$ cat src/rtl/ahb_slave_if.sv
// AHB-Lite responder for the AHB-to-APB bridge: decodes three 64 MB slots and hands
// each transfer to the back-end as a request/done handshake. Optional macro: AHB_SLV_TIMEOUT_EN.
module ahb_slave_if #(
    parameter logic [31:0] BASE_ADDR = 32'h8000_0000
`ifdef AHB_SLV_TIMEOUT_EN
    ,
    parameter int unsigned TIMEOUT_CYCLES = 64
`endif
) (
    input  logic        Hclk,
    input  logic        Hresetn,
    input  logic        Hwrite,
    input  logic        Hreadyin,
    input  logic [1:0]  Htrans,
    input  logic [31:0] Haddr,
    input  logic [31:0] Hwdata,
    output logic [31:0] Hrdata,
    output logic [1:0]  Hresp,
    output logic        Hreadyout,
    output logic        be_valid,
    output logic        be_write,
    output logic [31:0] be_addr,
    output logic [31:0] be_wdata,
    output logic [2:0]  be_sel,
    input  logic        be_done,
    input  logic [31:0] be_rdata
);

    localparam int unsigned AW = 32;
    localparam int unsigned SW = 3;
    localparam logic [AW-1:0] WIN_SIZE   = 32'h0C00_0000;
    localparam logic [1:0]    RESP_OKAY  = 2'b00;
    localparam logic [1:0]    RESP_ERROR = 2'b01;

    typedef enum logic [2:0] {
        S_IDLE,
        S_WDATA,
        S_BUSY,
        S_ERR1,
        S_ERR2
    } state_t;

    state_t state;

    logic          accept_c;
    logic          mapped_c;
    logic [AW-1:0] offset_c;
    logic [SW-1:0] sel_c;

`ifdef AHB_SLV_TIMEOUT_EN
    localparam int unsigned TMO_W = $clog2(TIMEOUT_CYCLES + 1);
    logic [TMO_W-1:0] tmo_cnt;
`endif

    // Address-phase acceptance and slot decode
    always_comb begin
        accept_c = Hreadyin && Hreadyout && (Htrans == 2'b10 || Htrans == 2'b11);
        offset_c = Haddr - BASE_ADDR;
        mapped_c = offset_c < WIN_SIZE;
        sel_c    = '0;
        case (offset_c[27:26])
            2'd0:    sel_c = 3'b001;
            2'd1:    sel_c = 3'b010;
            2'd2:    sel_c = 3'b100;
            default: sel_c = 3'b000;
        endcase
    end

    always_ff @(posedge Hclk) begin
        if (!Hresetn) begin
            state     <= S_IDLE;
            Hreadyout <= 1'b1;
            Hresp     <= RESP_OKAY;
            Hrdata    <= '0;
            be_valid  <= 1'b0;
            be_write  <= 1'b0;
            be_addr   <= '0;
            be_wdata  <= '0;
            be_sel    <= '0;
`ifdef AHB_SLV_TIMEOUT_EN
            tmo_cnt   <= '0;
`endif
        end else begin
            case (state)
                // ERR2 is the second ERROR cycle but accepts a new address like IDLE
                S_IDLE, S_ERR2: begin
                    state     <= S_IDLE;
                    Hreadyout <= 1'b1;
                    Hresp     <= RESP_OKAY;
                    if (accept_c) begin
                        Hreadyout <= 1'b0;
                        if (!mapped_c) begin
                            state <= S_ERR1;
                            Hresp <= RESP_ERROR;
                        end else begin
                            be_addr  <= Haddr;
                            be_sel   <= sel_c;
                            be_write <= Hwrite;
                            if (Hwrite) begin
                                state <= S_WDATA;
                            end else begin
                                state    <= S_BUSY;
                                be_valid <= 1'b1;
`ifdef AHB_SLV_TIMEOUT_EN
                                tmo_cnt  <= '0;
`endif
                            end
                        end
                    end
                end
                S_WDATA: begin
                    be_wdata <= Hwdata;
                    be_valid <= 1'b1;
                    state    <= S_BUSY;
`ifdef AHB_SLV_TIMEOUT_EN
                    tmo_cnt  <= '0;
`endif
                end
                // A completion in the final timeout cycle still wins
                S_BUSY: begin
                    if (be_done) begin
                        be_valid  <= 1'b0;
                        Hreadyout <= 1'b1;
                        state     <= S_IDLE;
                        if (!be_write) begin
                            Hrdata <= be_rdata;
                        end
`ifdef AHB_SLV_TIMEOUT_EN
                    end else if (tmo_cnt == TMO_W'(TIMEOUT_CYCLES - 1)) begin
                        be_valid <= 1'b0;
                        Hresp    <= RESP_ERROR;
                        state    <= S_ERR1;
                    end else begin
                        tmo_cnt <= tmo_cnt + TMO_W'(1);
`endif
                    end
                end
                S_ERR1: begin
                    Hreadyout <= 1'b1;
                    state     <= S_ERR2;
                end
                default: begin
                    state     <= S_IDLE;
                    Hreadyout <= 1'b1;
                    Hresp     <= RESP_OKAY;
                    be_valid  <= 1'b0;
                end
            endcase
        end
    end

endmodule

$ cat config.mk
export PLATFORM = sky130hd
export DESIGN_NAME = ahb_slave_if
export DESIGN_NICKNAME = d
export VERILOG_FILES = /design/src/rtl/ahb_slave_if.sv
export SDC_FILE = /design/constraint.sdc
export NUM_CORES = 1
export LEC_CHECK = 0
export BUFFER_PORTS_ARGS = -buffer_cell sky130_fd_sc_hd__buf_2
export CAP_MARGIN = 20
export CORE_ASPECT_RATIO = 1.1
export CORE_MARGIN = 4
export CORE_UTILIZATION = 35
export DETAILED_ROUTE_END_ITERATION = 6
export PLACE_DENSITY = 0.73
export SLEW_MARGIN = 10
export SYNTH_ARGS = -nofsm -noshare
export SYNTH_HDL_FRONTEND = slang
export SYNTH_SLANG_ARGS = --single-unit
$ cat constraint.sdc
create_clock -name Hclk -period 2.3 [get_ports Hclk]
set_input_delay 0.46 -clock Hclk [delete_from_list [all_inputs] [get_ports Hclk]]
set_output_delay 0.46 -clock Hclk [all_outputs]
set_load 0.1 [all_outputs]
==> out/metrics.cfg, run 1 <==
[floorplan]
start_util_pct=35.88
num_rows=42
fp.dieArea_um2=14240
fp.dieH_um=124.7
ioPinCount=207
die_w_um=114.1
core_um2=12090

[timing]
slew-limit-headroom_pct=55.64
period_needed_ns=1.694
finalHoldViolations=0
tightestPinTransition_ns=0.6654
rsz0062_at_grt=false
drv_slew=0
setup_tns_ns=0
clock_skew_ns=0.006687
setup_slack_ns=0.6061
final-setup-viol-count=0
finalCritPeriodShare_pct=73.65
max_clock_freq_mhz=590.4

[worst_setup_path]
startpoint_type=flip-flop
cp.arrival_ns=1.92
cp_max_fo=64
critPathKind=reg -> reg
worstPathRequired_ns=2.52
worstSetupEndpointType=flip-flop

[synthesis]
ys_ff_latch=106
synth_top_family_by_area=simple AND/OR/NAND/NOR gates
netlist_area_um2=4337
ys_seq_area_share_pct=48.93
synth_mux_area_share_pct=7.386
synthCells=476
synth_compound_area_share_pct=18.78
synthArstFlopShare_pct=0
synth_xor_area_share_pct=0
yosysWarnings=0
synthAdderAreaFrac_pct=0
synth.net_count=579
synth_edf_count=0
yosys.area_share.simple_pct=19.62
syn_area_per_cell_um2=9.111
synth_cell_types=33
synthFlopType=dfxtp_1

[clocking]
clk_pin_slew_worst_paths_ns=0.07
ctsResizeCount=0
clock-sinks=106
cts_buffers=9
hold_buffers=0
ctsLongestPathBuffers=2
htree_levels=3
clock_latency_ns=0.33
cts_tree=built
postCtsSetupBuffers=0
clockRootBuffer=clkbuf_16

[placed_design]
dp.cells=797
postPlaceCellArea_um2=5404
hpwlAfterDp_um=7849
place_congestion=0.7265
dpl_worst_slack_ns=0.4886
port_buffers=204

[power_and_ir_drop]
peakVddDrop_v=0.0004319
pwr-share-seq_pct=45.4
p_int_mw=3.026
power-per-cell-area_nw_per_um2=734.1
power.leakage_nw=2.967
combPwrFrac_pct=15.9
pwr-share-clk_pct=38.7
p_sw_mw=1.174
p_sw_share_pct=27.96

[finish]
finalCoreUtilization_pct=47.34
area_growth_pct=31.94
most-common-layout-cells=buf_2 (203), nand2_1 (130), dfxtp_1 (105)
diodes=0
nNetsFinal=757
drive_gt1_share_pct=35.41
mostFrequentLayoutCell=buf_2
postLayoutCellArea_um2=5722
fin_cells=812

[global_route]
track_usage_pct=14.67
grt_max_degree=68
grt-ovfl-total=0
grt_pass1_vias=3681
antenna_found_initial=0
grt_pass1_wl_um=17490

[routing]
drc=0
firstDrtPassIters=4
ant_nets=0
finalWirelength_um=10660
drt_iter0_drc=129
wire_per_inst_um=13.13
viasPerCell=4.665
num_vias=3788

[hold_path]
hold_path_class=in -> reg

[run_status]
status=complete, no violations

[run]
maxCapViolations=0

[layer usage]
metal | share of wire [%] | up-vias | GRT usage, % | wire length (um)
met5 | 0 | - | 0 | 0
met4 | 2.3 | 0 | 5.171 | 250
met3 | 6.6 | 18 | 3.984 | 704
met2 | 50 | 112 | 25.36 | 5323
met1 | 41 | 1709 | 17.24 | 4385
li1 | - | 1949 | - | -
[state kept, by name (all words and copies together) (netlist names)]
signal / flops
be_addr: 32
Hrdata: 32
be_sel: 3
be_write: 1
state: 3
Hreadyout: 1
Hresp: 1
be_valid: 1
be_wdata: 32
[worst paths after layout]
check,from,to,slack (ns),cells after the start
max,state[2],Hrdata[16],0.61,4
min reg2reg,be_addr[31],be_addr[31],0.45,2
max reg2reg,state[2],Hrdata[16],0.61,4
min,Haddr[22],be_addr[22],0.36,3
[through the flow]
stage | total power, mW | hold slack, ns
after floorplan | 2.454 | 0.5244
after global placement | 2.607 | 0.4361
after detailed placement | 2.620 | 0.4505
after CTS | 4.262 | 0.3475
after global routing | 4.389 | 0.3548
final | 4.200 | 0.3634
[Yosys cell counts, drive strengths merged, types with 2 or more instances]
| cell type | number | area share [%] |
|---|---|---|
| dfxtp | 106 | 49 |
| nand2 | 130 | 11 |
| and3 | 36 | 5.2 |
| o21a | 33 | 5.7 |
| clkbuf | 29 | 2.7 |
| nor4b | 2 | 1.1 |
| or3b | 2 | 0.40 |
| o21ai | 3 | 0.35 |
| mux2i | 32 | 7.4 |
| a21oi | 2 | 0.23 |
| a21boi | 65 | 11 |
| a211oi | 2 | 0.35 |
| nor3b | 2 | 0.46 |
| nor2 | 4 | 0.35 |
| buf | 14 | 2.3 |
| inv | 3 | 0.26 |
[layout make-up]
cell class,instances,area (um2)
inverters,3,11.26
multi-input cells,324,1996
repair buffers,210,1081
flip-flops and latches,106,2123
well taps,154,192.7
fillers,1199,6365
clock buffers,10,239.0
clock inverters,5,78.83
[kinds of logic (layout without fill, tap and decap cells)]
family | after synthesis | after routing
AO/OA/AOI/OAI | 109 | 109
buffers and inverters | 46 | 228
flip-flops | 106 | 106
multiplexers | 32 | 32
other | 1 | 1
AND/OR/NAND/NOR | 182 | 182
[critical path, cell delays in order (launching register included)]
cell	delay (ns)
dfxtp_1	0.43
nor4b_4	0.31
buf_4	0.45
a21boi_0	0.18
o21a_1	0.20
[power by group through the flow]
stage | Sequential [mW] | Combinational [mW] | Clock, mW
final | 1.91 | 0.667 | 1.63
after global routing | 1.91 | 0.712 | 1.77
after CTS | 1.91 | 0.672 | 1.68
after detailed placement | 1.95 | 0.671 | 0
after global placement | 1.95 | 0.660 | 0
after floorplan | 2.25 | 0.201 | 0
(Power assumes the default switching activity.)
==> inputs of run 2 (changes only) <==
- clock period: 2.3 -> 1.8 ns (I/O delays scaled with it)
==> out/metrics.cfg, run 2 (synthesized netlist as in run 1, its figures left out) <==
[worst_setup_path]
cp_max_fo=3
critPathKind=reg -> out
worstPathRequired_ns=1.44
cp_slowest_stage_delay_ns=0.46
slowest_stage=buf_2
worst-path-buf-inv=1
cp.arrival_ns=1.20
critPathTopFamily=buffers and inverters
startpoint_type=flip-flop
crit_path_cell_trace=buf_2
worstSetupEndpointType=output port

[hold_path]
hold_path_class=in -> reg

[finish]
nNetsFinal=761
mostFrequentLayoutCell=buf_2
most-common-layout-cells=buf_2 (203), nand2_1 (130), dfxtp_1 (104)
drive_gt1_share_pct=35.90
diodes=0
top_regs=Hrdata (32), be_addr (32), be_wdata (32)
area_growth_pct=32.14

[clocking]
ctsLongestPathBuffers=2
postCtsSetupBuffers=0
htree_levels=3
ctsResizeCount=0
clock_latency_ns=0.33
hold_buffers=0
clockRootBuffer=clkbuf_16
cts_tree=built
cts_buffers=9
clk_pin_slew_worst_paths_ns=0.07
clock-sinks=106

[timing]
rsz0062_at_grt=false
period_needed_ns=1.558
finalHoldViolations=0
tightestPinTransition_ns=0.5151
max_clock_freq_mhz=641.8
slew-limit-headroom_pct=65.89
drv_slew=0
clock_skew_ns=0.006638
finalCritPeriodShare_pct=86.56
final-setup-viol-count=0
setup_tns_ns=0

[placed_design]
hpwlAfterDp_um=8169
place_congestion=0.7571
port_buffers=204

[power_and_ir_drop]
power-per-cell-area_nw_per_um2=897.8
p_sw_share_pct=29.83
p_sw_mw=1.535
combPwrFrac_pct=16.8
finalPower_mw=5.145
pwr-share-clk_pct=35.8
power.leakage_nw=2.966
pwr-share-seq_pct=47.4
p_int_mw=3.610
peakVddDrop_v=0.0003987

[routing]
wl_met1_um=4418
drc=0
wire_per_inst_um=13.54
highest_layer=met4
num_vias=3871
drt_iter0_drc=157
finalWirelength_um=11060
route.met3.wl_um=758
firstDrtPassIters=4
wl_met2_um=5594
ant_nets=0
viasPerCell=4.738

[global_route]
antenna_found_initial=0
grt_pass1_vias=3726
track_usage_pct=15.20
grt_pass1_wl_um=18020
grt_max_degree=67
grt-ovfl-total=0

[floorplan]
fp.dieArea_um2=14240
core_um2=12090
num_rows=42
ioPinCount=207
fp.dieH_um=124.7
start_util_pct=35.88
die_w_um=114.1

[run]
maxCapViolations=0

[run_status]
status=complete, no violations

run 2: metal layers:
| metal | global-route usage (%) | up-vias |
|---|---|---|
| li1 | - | 1957 |
| met1 | 17.78 | 1765 |
| met2 | 26.29 | 127 |
| met3 | 3.887 | 22 |
| met4 | 5.870 | 0 |
| met5 | 0 | - |
run 2: final timing paths:
| check | cells past startpoint | end | slack (ns) | start |
|---|---|---|---|---|
| worst max-delay path | 1 | be_write | 0.24 | be_write |
| worst min-delay path | 3 | be_wdata[20] | 0.26 | Hwdata[20] |
| worst max register to register | 4 | Hrdata[17] | 0.25 | state[2] |
| worst min register to register | 2 | be_wdata[7] | 0.45 | be_wdata[7] |
run 2: power by group through the flow:
stage / registers (mW) / logic (mW) / clock network (mW)
5_1_grt: 2.44 / 0.924 / 2.01
3_3_place_gp: 2.49 / 0.854 / 0
6_report: 2.44 / 0.866 / 1.84
4_1_cts: 2.44 / 0.872 / 1.91
3_5_place_dp: 2.49 / 0.870 / 0
2_1_floorplan: 2.88 / 0.256 / 0
run 2: layout make-up:
class                   count  area (um2)
clock buffers              11       242.7
flip-flops and latches    106        2125
clock inverters             5       37.54
well taps                 154       192.7
repair buffers            214        1124
inverters                   3       11.26
fillers                  1170        6356
multi-input cells         324        1998
run 2: through the flow:
step | util (%) | area (um2) | std cells | hold slack, ns | worst slack [ns]
floorplan | - | 4338 | 476 | 0.4949 | 0.01246
global placement | 45.07 | 5448 | 801 | 0.4326 | 0.1552
detailed placement | 45.07 | 5448 | 801 | 0.4427 | 0.1007
CTS | 47.39 | 5728 | 817 | 0.2409 | 0.09766
global route | 47.41 | 5731 | 817 | 0.2468 | 0.1751
finish | 47.41 | 5731 | 817 | 0.2552 | 0.2420
